File: src/rtl/b8to3_encoder_seq_pkg.sv
// ============================================================================
// b8to3_encoder_seq_pkg : shared widths and state encoding for the encoder
// Revision: 1.0
// ============================================================================
`default_nettype none

package b8to3_encoder_seq_pkg;

  localparam int IN_W  = 8;
  localparam int IDX_W = 3;
  localparam int CNT_W = 4;

  typedef enum logic [0:0] {
    IDLE = 1'b0,
    EMIT = 1'b1
  } state_t;

endpackage

`default_nettype wire

File: src/rtl/b8to3_prio_encoder.sv
// ============================================================================
// b8to3_prio_encoder : combinational lowest-set-bit index encoder
// Revision: 1.0
// ============================================================================
`default_nettype none

module b8to3_prio_encoder
  import b8to3_encoder_seq_pkg::*;
(
  input  logic [IN_W-1:0]  x,
  output logic [IDX_W-1:0] idx,
  output logic             any
);

  // Scan downwards so the lowest set bit is the last (winning) assignment.
  always_comb begin
    idx = '0;
    any = 1'b0;
    for (int i = IN_W - 1; i >= 0; i--) begin
      if (x[i]) begin
        idx = IDX_W'(i);
        any = 1'b1;
      end
    end
  end

endmodule

`default_nettype wire

File: src/rtl/b8to3_encoder_seq.sv
// ============================================================================
// b8to3_encoder_seq : emits the binary index of every set request bit,
//                     lowest first, one per output handshake
// Revision: 1.0
// ============================================================================
`default_nettype none

module b8to3_encoder_seq
  import b8to3_encoder_seq_pkg::*;
(
  input  logic             clock,
  input  logic             reset,
  input  logic [IN_W-1:0]  x7_x0,
  input  logic             in_valid,
  output logic             in_ready,
  output logic [IDX_W-1:0] z2_z0,
  output logic             out_valid,
  input  logic             out_ready,
  output logic             last,
  output logic [CNT_W-1:0] cnt3_cnt0,
  output logic             zero
);

  state_t           state_q;
  logic [IN_W-1:0]  pend_q;
  logic [CNT_W-1:0] cnt_q;
  logic             zero_q;

  logic [IDX_W-1:0] idx_w;
  logic             any_w;
  logic [IN_W-1:0]  pend_d;
  logic [CNT_W-1:0] cnt_d;

  function automatic logic [CNT_W-1:0] popcount(input logic [IN_W-1:0] v);
    logic [CNT_W-1:0] n;
    n = '0;
    for (int i = 0; i < IN_W; i++) begin
      n = n + {{(CNT_W-1){1'b0}}, v[i]};
    end
    return n;
  endfunction

  b8to3_prio_encoder u_prio (
    .x   (pend_q),
    .idx (idx_w),
    .any (any_w)
  );

  // Values taken on an output handshake: retire the current index.
  assign pend_d = pend_q & ~(IN_W'(1) << idx_w);
  assign cnt_d  = cnt_q - CNT_W'(1);

  always_ff @(posedge clock or posedge reset) begin
    if (reset) begin
      state_q <= IDLE;
      pend_q  <= '0;
      cnt_q   <= '0;
      zero_q  <= 1'b0;
    end else begin
      zero_q <= 1'b0;
      case (state_q)
        IDLE: begin
          if (in_valid) begin
            pend_q <= x7_x0;
            cnt_q  <= popcount(x7_x0);
            if (x7_x0 != '0) begin
              state_q <= EMIT;
            end else begin
              zero_q <= 1'b1;
            end
          end
        end
        EMIT: begin
          if (out_ready && any_w) begin
            pend_q <= pend_d;
            cnt_q  <= cnt_d;
            if (cnt_q == CNT_W'(1)) begin
              state_q <= IDLE;
            end
          end
        end
        default: state_q <= IDLE;
      endcase
    end
  end

  assign in_ready  = (state_q == IDLE);
  assign out_valid = (state_q == EMIT);
  assign z2_z0     = idx_w;
  assign last      = out_valid && (cnt_q == CNT_W'(1));
  assign cnt3_cnt0 = cnt_q;
  assign zero      = zero_q;

endmodule

`default_nettype wire

File: config.mk
export PLATFORM = sky130hd
export DESIGN_NAME = b8to3_encoder_seq
export DESIGN_NICKNAME = d
export VERILOG_FILES = /design/src/rtl/b8to3_encoder_seq_pkg.sv /design/src/rtl/b8to3_prio_encoder.sv /design/src/rtl/b8to3_encoder_seq.sv
export SDC_FILE = /design/constraint.sdc
export NUM_CORES = 1
export LEC_CHECK = 0
export ABC_AREA = 1
export CAP_MARGIN = 20
export CORE_ASPECT_RATIO = 0.9
export CORE_MARGIN = 8
export CORE_UTILIZATION = 45
export DETAILED_ROUTE_END_ITERATION = 10
export PLACE_DENSITY = 0.81
export SETUP_SLACK_MARGIN = 0.2
export SYNTH_ARGS = -nofsm -noshare
export SYNTH_HDL_FRONTEND = slang
export SYNTH_SLANG_ARGS = --single-unit
File: constraint.sdc
create_clock -name clock -period 1.28 [get_ports clock]
set_input_delay 0.256 -clock clock [delete_from_list [all_inputs] [get_ports clock]]
set_output_delay 0.256 -clock clock [all_outputs]
set_load 0.01 [all_outputs]
==> run metrics, run 1 <==
routed length on met3 371 µm; share of layout cells above drive strength 1 around three fifths; die footprint roughly 4400 µm²; ys async rst share 100%; grt ovf 0; core area 2420 µm²; Max Freq 364 MHz; Synth Area per Inst 7.35 µm²; Final Cycle Share 214%; final net count between 200 and 300; DRT iter0 DRCs 115; Reg area between 300 and 400 µm²; Worst-Skew Late Latency approximately 0.3 ns; maximum VDD drop roughly 2500 µV; Slew Limit Fails 0; number of global-route vias before repair 1513; Inserted Diodes 0; # rows 17; post-synth cell types 26; YS warnings 0; CTS tree built; hold buffer count at cts 0; WP data arrival 2.94 ns; r2r worst-path depth 10; leak pwr around 1.2 nW; number of flops mapped to enable cells by yosys 0; gp weighted congestion 0.848; Die Height ~64 µm; Post-Syn Nets 177; power per cell area 2700 nW/µm²; CTS Buf Count 3; Final min period ~2.7 ns; sequential area share after synthesis approximately 30%; pin count of the biggest net entering global routing 15; DRC viols 0; initial antenna violation count 0; Avg WL per Cell just over 20 µm; Worst Path Max Fanout 2; Final WS setup -1.46 ns; die width between 60 and 70 µm; Pwr Total approximately 6.1 mW; Post-Synthesis Cells 155; top-area cell type share of the netlist area a little under a third; drt pass-1 iters 4; total number of vias about 1500; Post-synth top cells nand2_1 (44), inv_1 (29), nor2_1 (15); CTS Root Cell clkbuf_4; unrepaired setup endpoints after global routing yes; slew margin rel. between 80 and 90%; #FFs+latches synth 14; first-pass GRT wire length about 7 mm; worst setup path category primary input to flip-flop; DP HPWL approximately 2.7 mm; Mapped Area 1140 µm²; I/O pins 23; Setup-failing EPs final 19; Met2 Wirelength about 2.8 mm; Initial Util ~47%; Hold WC Path Type primary input to async pin; I/O Buffers 22; max-capacitance violation count 0; area of the multi-input gates 893 µm²; nature of the critical path startpoint primary input; CTS H-Tree Depth 1; Reg clk slew, reported paths 0.10 ns; clock net sink count 14; vias per cell ~5.5; setup TNS -8.81 ns; measured slew at the worst slew-check pin between 0.2 and 0.3 ns; Routed WL approximately 5.5 mm; Area Overhead vs Synth 99.0%; required time worst endpoint between 1 and 1.5 ns; clk_skew roughly 0.014 ns; Fin Hold WS ~0.26 ns; largest cells by area after synthesis dfrtp_1 (31%), nand2_1 (15%), inv_1 (9.6%); CP Capture Type flip-flop; Clock Path Buffers 2; final hold violations 0; DRT met1 WL between 1.5 and 2 mm; DR top layer met4; most numerous cell in the Yosys netlist nand2_1; status complete, but fails checks; GRT Util Overall between 10% and 20%; failing checks setup timing; Most used DFF post-synth dfrtp_1; largest area contributor in the netlist dfrtp_1; fillers 79; Final Util between 90 and 100%; post-route ant nets 0
area by class of cell:
class                           instances  share of cell area [%]
Sequential cell                        14                    15.5
Tap cell                               28                    1.55
Clock buffer                            4                    1.60
Timing Repair Buffer                   90                    36.2
Multi-Input combinational cell        106                    39.4
Inverter                               32                    5.74
layer usage:
metal / vias to the layer above / track usage [%]
met5: - / 0
met4: 0 / 13.0
met3: 38 / 3.29
met2: 101 / 35.7
met1: 730 / 18.7
li1: 650 / -
final timing paths:
kind / startpoint / to / slack, ns
worst min register to register: pend_q[2] / pend_q[2] / 0.68
min in group clock: x7_x0[3] / pend_q[3] / 0.33
worst max-delay path: x7_x0[1] / cnt3_cnt0[1] / -1.46
worst max register to register: pend_q[7] / cnt3_cnt0[2] / -0.38
worst min-delay path: reset / out_valid / 0.26
max in group asynchronous: reset / pend_q[6] / 0.82
where the power goes:
part           switching, mW  internal [mW]  total [mW]  leakage, nW
Combinational           2.49           2.49        4.98        0.971
Sequential             0.174          0.632       0.807        0.176
Clock                  0.165          0.173       0.338       0.0210
what timing repair did:
item / in CTS / in global routing
buffers inserted: 16 / 12
endpoints found under the setup margin: 25 / 25
resized for setup: 129 / 41
endpoints found under the hold margin: 0 / 0
gates cloned: 0 / 0
pin swaps: 27 / 37
worst max-delay path, cell delays in order:
cell,delay [ns]
buf_8,0.10
fa_1,0.52
inv_1,0.05
fa_1,0.50
fa_2,0.45
inv_2,0.08
ha_4,0.13
inv_2,0.04
fa_2,0.55
nor2_4,0.04
o21ai_2,0.15
o21ai_2,0.07
state kept, by name, indices dropped and copies added (netlist names):
signal,cells
out_valid,1
cnt3_cnt0,4
pend_q,8
zero,1
logic make-up after synthesis:
group	Yosys count	synth area share, %
buffers and inverters	35	13.2
adders and majority gates	10	13.6
and+or+nand+nor	79	31.9
xor gates and xnor gates	1	0.769
AOI/OAI and AO/OA	16	9.78
DFF	14	30.8
per-stage QoR:
step	instances	area [µm²]	setup slack, ns
floorplan	155	1150	-1.48
global placement	242	1670	-1.99
detailed placement	242	1670	-2.10
CTS	262	2020	-1.48
global route	274	2270	-1.53
finish	274	2270	-1.46
placed cells by master, fill, tap and decap left out, types with 4 or more instances in the layout:
cell / count
buf_2: 4
buf_6: 35
nor2_4: 8
nand2_1: 31
nand2_4: 7
o21ai_2: 6
nand2_2: 12
nor2_1: 8
inv_4: 4
inv_2: 10
buf_4: 43
dfrtp_1: 14
inv_1: 18
Power figures use the tool's default switching activity.
==> run 2: changes to the inputs <==
Settings changed: GPL_ROUTABILITY_DRIVEN from default to 0.
==> results of run 2 <==
The final DEF is identical to that of run 1; final timing and power are the same.
